**src/rtl/fetch_pkg.sv**
```systemverilog
// Shared fetch-stage types and constants.
// NOP encoding, FSM states, bundle layout and default reset PC.
package fetch_pkg;

  localparam logic [31:0] NOP          = 32'h0000_0033;
  localparam logic [31:0] RESET_PC_DEF = 32'h0000_0000;

  typedef enum logic [1:0] {
    FETCH,
    HOLD,
    FLUSH
  } state_t;

  typedef struct packed {
    logic [31:0] pc;
    logic [31:0] pcp4;
    logic [31:0] inst;
    logic        valid;
  } fe_bundle_t;

endpackage

```
**src/rtl/fetch_unit.sv**
```systemverilog
// Instruction fetch stage: single-outstanding imem request, stall hold buffer.
// FETCH_MISALIGN_CHK_EN: word-align redirect targets and flag misalignment.
module fetch_unit
  import fetch_pkg::*;
#(
  parameter logic [31:0] RESET_PC = RESET_PC_DEF
) (
  input  logic        clk,
  input  logic        rst_n,
  input  logic        Stall,
  input  logic        BranchTaken,
  input  logic [31:0] BranchTarget,
  output logic        imem_req,
  output logic [31:0] imem_addr,
  input  logic        imem_ready,
  input  logic [31:0] imem_rdata,
  output logic [31:0] PC_fe,
  output logic [31:0] PCP4_fe,
  output logic [31:0] Inst_fe,
  output logic        Valid_fe,
  output logic        FetchErr
);

  state_t      state;
  state_t      state_nxt;
  logic [31:0] req_addr;
  logic [31:0] tgt_q;
  logic [31:0] tgt;
  logic [31:0] hold_pc;
  logic [31:0] hold_inst;
  logic        ready;
  fe_bundle_t  bnd;

  // A strobe only counts while our own request is up.
  assign ready = imem_ready & imem_req;

`ifdef FETCH_MISALIGN_CHK_EN
  logic err_q;

  assign tgt = {BranchTarget[31:2], 2'b00};

  always_ff @(posedge clk or negedge rst_n) begin
    if (!rst_n)
      err_q <= 1'b0;
    else if (BranchTaken && (BranchTarget[1:0] != 2'b00))
      err_q <= 1'b1;
  end

  assign FetchErr = err_q;
`else
  assign tgt      = BranchTarget;
  assign FetchErr = 1'b0;
`endif

  always_ff @(posedge clk or negedge rst_n) begin
    if (!rst_n)
      state <= FETCH;
    else
      state <= state_nxt;
  end

  always_comb begin
    state_nxt = state;
    unique case (state)
      FETCH: begin
        if (BranchTaken)
          state_nxt = ready ? FETCH : FLUSH;
        else if (ready && Stall)
          state_nxt = HOLD;
      end
      HOLD: begin
        if (BranchTaken || !Stall)
          state_nxt = FETCH;
      end
      FLUSH: begin
        if (ready)
          state_nxt = FETCH;
      end
      default: state_nxt = FETCH;
    endcase
  end

  always_comb begin
    imem_req  = rst_n && (state != HOLD);
    imem_addr = req_addr;
  end

  always_ff @(posedge clk or negedge rst_n) begin
    if (!rst_n) begin
      req_addr  <= RESET_PC;
      tgt_q     <= RESET_PC;
      hold_pc   <= '0;
      hold_inst <= NOP;
    end else begin
      if (BranchTaken)
        tgt_q <= tgt;
      unique case (state)
        FETCH: begin
          if (BranchTaken) begin
            if (ready)
              req_addr <= tgt;
          end else if (ready && Stall) begin
            hold_pc   <= req_addr;
            hold_inst <= imem_rdata;
          end else if (ready) begin
            req_addr <= req_addr + 32'd4;
          end
        end
        HOLD: begin
          if (BranchTaken)
            req_addr <= tgt;
          else if (!Stall)
            req_addr <= req_addr + 32'd4;
        end
        FLUSH: begin
          // Newest redirect wins if it coincides with the stale response.
          if (ready)
            req_addr <= BranchTaken ? tgt : tgt_q;
        end
        default: ;
      endcase
    end
  end

  always_ff @(posedge clk or negedge rst_n) begin
    if (!rst_n) begin
      bnd <= '{pc: '0, pcp4: '0, inst: NOP, valid: 1'b0};
    end else if (BranchTaken || !Stall) begin
      if (!BranchTaken && (state == FETCH) && ready) begin
        bnd <= '{pc: req_addr, pcp4: req_addr + 32'd4,
                 inst: imem_rdata, valid: 1'b1};
      end else if (!BranchTaken && (state == HOLD)) begin
        bnd <= '{pc: hold_pc, pcp4: hold_pc + 32'd4,
                 inst: hold_inst, valid: 1'b1};
      end else begin
        bnd.inst  <= NOP;
        bnd.valid <= 1'b0;
      end
    end
  end

  assign PC_fe    = bnd.pc;
  assign PCP4_fe  = bnd.pcp4;
  assign Inst_fe  = bnd.inst;
  assign Valid_fe = bnd.valid;

endmodule
```
**config.mk**
```make
export PLATFORM = sky130hd
export DESIGN_NAME = fetch_unit
export DESIGN_NICKNAME = d
export VERILOG_FILES = /design/src/rtl/fetch_pkg.sv /design/src/rtl/fetch_unit.sv
export SDC_FILE = /design/constraint.sdc
export NUM_CORES = 1
export LEC_CHECK = 0
export CAP_MARGIN = 25
export CORE_MARGIN = 4
export CORE_UTILIZATION = 38
export CTS_BUF_LIST = sky130_fd_sc_hd__clkbuf_8
export CTS_CLUSTER_DIAMETER = 200
export DETAILED_ROUTE_END_ITERATION = 6
export MAX_ROUTING_LAYER = met4
export PLACE_DENSITY = 0.6
export SLEW_MARGIN = 5
export SYNTH_ARGS = -nofsm -noshare
export SYNTH_HDL_FRONTEND = slang
export SYNTH_SLANG_ARGS = --single-unit
```
**constraint.sdc**
```tcl
create_clock -name clk -period 1.9 [get_ports clk]
set_input_delay 0.475 -clock clk [delete_from_list [all_inputs] [get_ports clk]]
set_output_delay 0.475 -clock clk [all_outputs]
set_load 0.01 [all_outputs]
```
======== Yosys cells after proc, flatten, opt, wreduce, memory -nomap -nowiden ========
Cells that the tools add are included.
Widths: inputs -> output; s select.
cells by class
  add/sub/neg operators ................... 2
  eq/ne operators ......................... 9
  mux-type cells .......................... 18
  bitwise operators ....................... 2
  reduce and logical (&&, ||, !) cells .... 15
operators with widths
  cell                   count
  $mux 32                8
  $mux 97                1
  $pmux 32 s3            1
  $add 32x3->32 const B  2
  $mux 64                1
  $mux 33                1
  $mux 2                 5
  $ne 3x3->1 const B     3
  $ne 2x2->1 const B     3
  $pmux 2 s3             1
  $reduce_and 3->1       2
  $logic_and 1x1->1      5
  $reduce_and 5->1       1
  $reduce_bool 3->1      1
  $eq 2x1->1 const B     1
  $eq 2x2->1 const B     1
  $logic_not 1->1        2
  $logic_not 2->1        1
  $ne 2x1->1 const B     1
  $reduce_and 2->1       1
  $reduce_bool 2->1      1
  $and 1x1->1            1
  $logic_or 1x1->1       1
  $not 1->1              1
word-level totals
  bits in registers ....................... 227
  input port bits ......................... 69
  output and inout bits ................... 131

======== Longest topological paths before layout ========
Gate-level depths: netlist of the first run.
  depth after elaboration ................. 7
  gate-level depth with buffers ........... 9
  gate-level depth less buffers ........... 6

======== Worst setup path after synthesis of the first run ========
OpenSTA, ideal clock, no wires.
  path type ............................... reg-to-reg
  start ................................... register req_addr[3], in the netlist imem_addr[3]
  end ..................................... register req_addr[16], in the netlist imem_addr[16]
  arrival time ............................ 1.858 ns
  required time ........................... 1.768 ns
  setup slack ............................. -0.089 ns
  cell stages (with the launch flop) ...... 7
  cells stage by stage .................... dfrtp_1 ha_1 nand2_1 nor4_1 and3_1 o21ai_0 o2bb2ai_1
on the way
  longest elaborated chain between the ends .. 5
  elaborated cells between the ends (all ways) .. 7
  classes of those cells .................. add/sub (1); mux (6)
RTL lines
  item                      line                                  source
  start: declaration        fetch_unit.sv:26                      logic [31:0] req_addr;
  start signal: assignment  fetch_unit.sv:101                     req_addr <= tgt;
  start signal: assignment  fetch_unit.sv:106                     req_addr <= req_addr + 32'd4;
  start signal: assignment  fetch_unit.sv:111                     req_addr <= tgt;
  $add 32x3->32 (*)         fetch_unit.sv:106, fetch_unit.sv:113
  $mux 32                   fetch_unit.sv:105                     end else if (ready) begin
  $mux 32                   fetch_unit.sv:102                     end else if (ready && Stall) begin
  $mux 32                   fetch_unit.sv:99                      if (BranchTaken) begin
  $pmux 32 s3 (*)           fetch_unit.sv:97                      unique case (state)
Mark *: on every way between the ends. The rest lies on a longest branch, timed or not. The select of a mux whose other input is x is not followed.
A chain may end at the register's enable or synchronous reset.

======== Final worst setup path of the first run ========
  start ................................... register req_addr[9], in the netlist imem_addr[9]
  end ..................................... register bnd (netlist bit PCP4_fe[29])
on the way
  longest elaborated chain between the ends .. 2
RTL lines
  item                    line               source
  $add 32x3->32           fetch_unit.sv:130  bnd <= '{pc: req_addr, pcp4: req_addr + 32'd4,
  $mux 97                 fetch_unit.sv:129  if (!BranchTaken && (state == FETCH) && ready) begin
  end signal: assignment  fetch_unit.sv:127  bnd <= '{pc: '0, pcp4: '0, inst: NOP, valid: 1'b0};
  end signal: assignment  fetch_unit.sv:130
  end signal: assignment  fetch_unit.sv:133  bnd <= '{pc: hold_pc, pcp4: hold_pc + 32'd4,
  end: declaration        fetch_unit.sv:32   fe_bundle_t bnd;
Every way passes these cells.

==> results of run 1 <==
==> tightest hold or removal path, delay by kind of cell <==
kind / cells / cell delay [ns]
buffers and inverters: 3 / 0.60
==> final timing paths <==
path                                              to  cells after the start
hold / removal             hold_inst[16]$_DFFE_PN0P_                      3
setup reg to reg             PCP4_fe[29]$_DFFE_PN0P_                      6
min in group clk                state[1]$_DFFE_PN0P_                      4
setup / recovery             PCP4_fe[29]$_DFFE_PN0P_                      6
hold reg to reg              PCP4_fe[11]$_DFFE_PN0P_                      2
max in group asynchronous  imem_addr[29]$_DFFE_PN0P_                      3
==> sequential cells by signal, indices dropped and copies added (netlist names) <==
signal and count:
Inst_fe 32, PC_fe 32, hold_inst 32, hold_pc 32
imem_addr 32, tgt_q 32, PCP4_fe 30, state 2
Valid_fe 1
==> cells in the final DEF, fill, tap and decap left out, types with 9 or more instances in the layout <==
cell,Yosys,layout
o31ai_1,12,12
xor2_1,15,13
a31oi_1,33,33
nand3_1,21,15
inv_1,43,58
dlygate4sd2_1,0,119
clkbuf_8,0,51
and3_1,15,12
xnor2_1,29,26
dfrtp_1,217,212
buf_12,0,16
a22oi_1,36,36
nand4_1,16,16
clkdlybuf4s50_1,0,66
buf_4,3,158
mux2_2,61,61
o2bb2ai_1,9,9
buf_6,0,11
nor3_1,18,14
o22ai_1,9,9
mux2i_1,9,9
nor2_1,74,70
nand2_1,218,216
o21ai_0,112,109
a21oi_1,30,27
==> power groups by stage <==
stage / combinational, uW / sequential (uW) / clock, uW
global route: 5400 / 6750 / 4890
detailed placement: 5110 / 6720 / 0
CTS: 4800 / 6610 / 4640
floorplan: 1860 / 6960 / 0
global placement: 5050 / 6700 / 0
finish: 4930 / 6610 / 4500
==> what timing repair did <==
| action | CTS | global route |
|---|---|---|
| resized for setup | 155 | 55 |
| setup endpoints to repair | 146 | 51 |
| pin swaps | 4 | 20 |
| setup buffers | 12 | 16 |
==> per-stage QoR <==
step / utilization / std cells / cell area, sq um / TNS (ns) / power, uW
5_1_grt: 0.555 / 1906 / 15600 / -0.304 / 17000
6_report: 0.555 / 1906 / 15600 / -0.0330 / 16000
3_3_place_gp: 0.514 / 1807 / 14500 / -25.43 / 11800
4_1_cts: 0.542 / 1889 / 15300 / 0 / 16000
2_1_floorplan: - / 1164 / 11000 / -0.0220 / 8820
3_5_place_dp: 0.514 / 1807 / 14500 / -30.57 / 11800
==> cells by family after synthesis <==
kind of cell	count (synthesis)
simple gates	404
fa+ha+maj	2
buf+inv	132
xor+xnor	44
mux	70
other cells	1
compound gates	286
flops	225
==> per-layer routing <==
layer | routed length [um] | GRT usage | vias to the layer above | part of all wire
li1 | - | - | 4765 | -
met1 | 16000 | 0.313 | 4705 | 0.47
met2 | 14800 | 0.315 | 320 | 0.44
met3 | 2290 | 0.0331 | 56 | 0.068
met4 | 682 | 0.0606 | 0 | 0.020
met5 | 0 | - | - | 0
==> layout make-up <==
| class | count | area [sq um] |
|---|---|---|
| Tap cell | 378 | 473 |
| Clock buffer | 51 | 702 |
| Multi-Input combinational cell | 807 | 5100 |
| Inverter | 43 | 161 |
| Timing Repair Buffer | 383 | 3450 |
| Fill cell | 2560 | 12500 |
| Clock inverter | 19 | 103 |
| Sequential cell | 225 | 5650 |
==> reports/qor.csv, run 1 <==
metric,value,unit
synthAdderAreaFrac,0.00228,
cts_max_path_buffers,3,
num_rows,61,
power.internal,10800,uW
htreeDepth,2,
grt_pass1_vias,9794,
ys_top_cells_by_area,"dfrtp_1 49%, nand2_1 7.4%, mux2_2 6.3%",
worst-path-buf-inv,1,
irDropWorstVdd,446,uV
drt-total-wl,33800,um
cap_violations,0,
min_period,1.93,ns
synth_compound_area_frac,0.162,
crit_required,2.30,ns
synth_xor_area_frac,0.0351,
synth.top_cell.area_share,0.494,
grt_pass1_wl,53100,um
syn2layout_area_growth,42.3,%
worstSetupPathType,register to register,
cts-root-buf,clkbuf_8,
cp-start-kind,register,
first_pass_iters,5,
synthTopCellsByCount,"218 x nand2_1, 217 x dfrtp_1, 112 x o21ai_0",
start_util,0.390,
synth-main-ff-cell,dfrtp_1,
ios,200,
synth.most_common_cell,nand2_1,
status,finished with violations,
die_w,178,um
synth-seq-cells,225,
avgSynthCellArea,9.44,sq um
slowest_delay,0.44,ns
fin_skew,0.0285,ns
numPortBuffers,198,
overflow,0,
synthMuxAreaShare,0.0707,
violations,negative setup slack,
via_per_inst,5.17,
synthCells,1164,
drt_iter0_markers,649,
r2r_slack,-0.03,ns
gr-usage-all-layers,0.216,
crit_start,imem_addr[9]$_DFFE_PN0P_,
slowest_stage,dfrtp_2,
timing.rr.start,imem_addr[9]$_DFFE_PN0P_,
period_share,1.02,
nNetsFinal,1572,
layout_setup_ws,-0.0330,ns
setup_viol,1,
clk_pin_slew,0.06,ns
power_leakage,0.00724,uW
clk_latency,0.55,ns
finalHoldViolCount,0,
drive_gt1_frac,0.245,
drt.antenna.violating_nets,0,
switching_share,0.325,
vias,9846,
cp_max_fo,4,
p_seq_frac,0.412,
path_delay_family,simple AND/OR/NAND/NOR gates,
fp.dieH,178,um
cts_buffers,41,
hold_ws,0.114,ns
hpwlAfterDp,24300,um
dp_slack,-0.239,ns
cts_hold_buf,0,
diodes,0,
gp_congestion,0.893,
syn_nets,1235,
die_area,31700,sq um
grt_max_degree,147,
clkPwrFrac,0.281,
yosysUniqueCellTypes,58,
ys_seq_area_frac,0.513,
tightest_slew,0.864,ns
ys_warn_count,0,
synth_edf_count,0,
yosysTopAreaCell,dfrtp_1,
core-area,28200,sq um
tritoncts,done,
worstPathCellList,"nand4_1, or3_4, buf_4, nor4_4, xnor2_1, o211ai_2",
slew_headroom,0.424,
p_sw,5220,uW
fmax,517,MHz
hp-class,input port to asynchronous set/reset pin,
p_per_area,1030,nW/um^2
async_flop_share,1.00,
arrival,2.34,ns
clock-sinks,225,
syn_area,11000,sq um
synth_top_family_by_area,simple AND/OR/NAND/NOR gates,
rsz0062_at_grt,true,
drv_slew,0,
p_comb_frac,0.307,
synthSimpleGateAreaFrac,0.167,
drc,0,
cp-end-kind,register,
antenna_found_initial,0,
wl_per_cell,17.8,um
Note: power is estimated with default switching activity, not from simulation.
==> run 2: changes to the inputs <==
--- a/config.mk
+++ b/config.mk
@@ -11,7 +11,6 @@
 export CTS_BUF_LIST = sky130_fd_sc_hd__clkbuf_8
 export CTS_CLUSTER_DIAMETER = 200
 export DETAILED_ROUTE_END_ITERATION = 6
-export MAX_ROUTING_LAYER = met4
 export PLACE_DENSITY = 0.6
 export SLEW_MARGIN = 5
 export SYNTH_ARGS = -nofsm -noshare
==> run 2 against run 1 <==
  * The run still ends with negative setup slack left
  * Via count is 0.13% lower
  * Sequential power hardly changed
  * First-iteration DRC count is 3.4% lower
  * Core utilization hardly changed
  * Critical path depth is 1 lower
  * Wire length is 0.15% higher
  * Sequential share of layout area hardly changed
  * Global-route usage is 0.59 points lower
  * Combinational power hardly changed
  * Critical path type unchanged
  * Largest power group unchanged
  * Highest routed layer unchanged
==> reports/qor.csv, run 2 (same netlist as run 1, synthesis figures left out) <==
metric,value,unit,change
status,finished with violations,,unchanged
violations,negative setup slack,,unchanged
die_area,31700,sq um,unchanged
worstSetupPathType,register to register,,unchanged
hold_ws,0.120,ns,was 0.114 ns
irDropWorstVdd,449,uV,was 446 uV
final_common_cell,nand2_1,,unchanged
first_pass_iters,5,,unchanged
slowest_delay,0.54,ns,was 0.44 ns
final_area,15600,sq um,about the same
r2r_slack,-0.03,ns,about the same
ios,200,,unchanged
p_per_area,1030,nW/um^2,about the same
diodes,0,,unchanged
gr-usage-all-layers,0.210,,was 0.216
worst-path-buf-inv,0,,was 1
htreeDepth,2,,unchanged
hp-class,input port to asynchronous set/reset pin,,unchanged
nNetsFinal,1572,,unchanged
drt.antenna.violating_nets,0,,unchanged
antenna_found_initial,0,,unchanged
crit_required,2.34,ns,was 2.30 ns
path_delay_family,simple AND/OR/NAND/NOR gates,,unchanged
period_share,1.01,,was 1.02
min_period,1.93,ns,about the same
fp.dieH,178,um,unchanged
cp-start-kind,register,,unchanged
grt_pass1_wl,53100,um,about the same
seq_area,5650,sq um,unchanged
grt_pass1_vias,9796,,"was 9,794"
power,16100,uW,"was 16,000 uW"
final_cell_mix,"216 x nand2_1, 212 x dfrtp_1, 158 x buf_4",,unchanged
syn2layout_area_growth,42.3,%,about the same
drv_slew,0,,unchanged
slew_headroom,0.440,,was 0.424
layout.cells.non_filler,1906,,unchanged
cts-root-buf,clkbuf_8,,unchanged
cp_common_cell,or4_4,,
clock-sinks,225,,unchanged
dp_cells,1807,,unchanged
rsz0062_at_grt,true,,unchanged
power_leakage,0.00724,uW,about the same
tritoncts,done,,unchanged
drt-total-wl,33900,um,"was 33,800 um"
drive_gt1_frac,0.245,,unchanged
cp_max_fo,4,,unchanged
cts_max_path_buffers,3,,unchanged
cap_violations,0,,unchanged
place_area,14500,sq um,unchanged
grt_max_degree,147,,unchanged
layout_setup_ws,-0.0266,ns,was -0.0330 ns
numPortBuffers,198,,unchanged
finalHoldViolCount,0,,unchanged
start_util,0.390,,unchanged
overflow,0,,unchanged
setup_viol,1,,unchanged
gp_congestion,0.878,,was 0.893
num_rows,61,,unchanged
multi_input_area,5100,sq um,about the same
worstPathCellList,"nand3_1, or4_4, or4_4, a21o_1, o211ai_2",,"was nand4_1, or3_4, buf_4, nor4_4, xnor2_1, o211ai_2"
hpwlAfterDp,24300,um,unchanged
drt_iter0_markers,627,,was 649
clk_pin_slew,0.06,ns,about the same
slowest_stage,or4_4,,was dfrtp_2
cts_hold_buf,0,,unchanged
clk_latency,0.54,ns,was 0.55 ns
die_w,178,um,unchanged
core-area,28200,sq um,unchanged
tightest_slew,0.840,ns,was 0.864 ns
fin_skew,0.0285,ns,about the same
vias,9833,,"was 9,846"
drc,0,,unchanged
arrival,2.37,ns,was 2.34 ns
fmax,519,MHz,was 517 MHz
cp-end-kind,register,,unchanged
wl_per_cell,17.8,um,about the same
tns,-0.0266,ns,was -0.0330 ns
n_fill_cell,2557,,"was 2,560"
cts_buffers,41,,unchanged
via_per_inst,5.16,,was 5.17
-- run 2: cell types whose count changed in the layout (fill, tap and decap cells not counted), sizes merged --
cell	delta
clkdlybuf4s15	+1
clkbuf	-1
-- run 2: path summary, 6_finish.rpt --
path / cells past startpoint / to / startpoint
max: 5 / PCP4_fe[29]$_DFFE_PN0P_ / hold_pc[24]$_DFFE_PN0P_
min: 3 / hold_inst[16]$_DFFE_PN0P_ / rst_n
max reg2reg: 5 / PCP4_fe[29]$_DFFE_PN0P_ / hold_pc[24]$_DFFE_PN0P_
min reg2reg: 2 / PCP4_fe[11]$_DFFE_PN0P_ / PCP4_fe[11]$_DFFE_PN0P_
max in group asynchronous: 3 / imem_addr[29]$_DFFE_PN0P_ / rst_n
min in group clk: 4 / state[1]$_DFFE_PN0P_ / rst_n
-- run 2: cell type report --
type / instances / area share
Sequential cell: 225 / 0.361
Multi-Input combinational cell: 807 / 0.326
Timing Repair Buffer: 383 / 0.221
Clock buffer: 51 / 0.0449
Tap cell: 378 / 0.0302
Inverter: 43 / 0.0103
Clock inverter: 19 / 0.00656
-- run 2: power by group --
group          internal (uW)  switching (uW)
Clock                   2530            1980
Combinational           2410            2520
Sequential              5890             718
-- run 2: worst min-delay path: cells and delay by family --
family	cells	cell delay, ns
buffers and inverters	3	0.60
-- run 2: per-stage QoR --
step,utilization,worst slack [ns]
after floorplan,-,-0.0200
after global placement,0.514,-0.196
after detailed placement,0.514,-0.239
after CTS,0.542,0.000409
after global routing,0.555,-0.0625
final,0.555,-0.0266
-- run 2: repair_timing --
action,4_1_cts,5_1_grt
setup buffers,12,16
resized for setup,155,55
endpoints found under the setup margin,146,50
pin swaps,4,21
-- run 2: metal layers --
layer,routed length [um],up-vias,GRT usage
li1,-,4759,-
met1,16000,4692,0.313
met2,14900,331,0.315
met3,2330,51,0.0341
met4,669,0,0.0606
met5,0,-,0
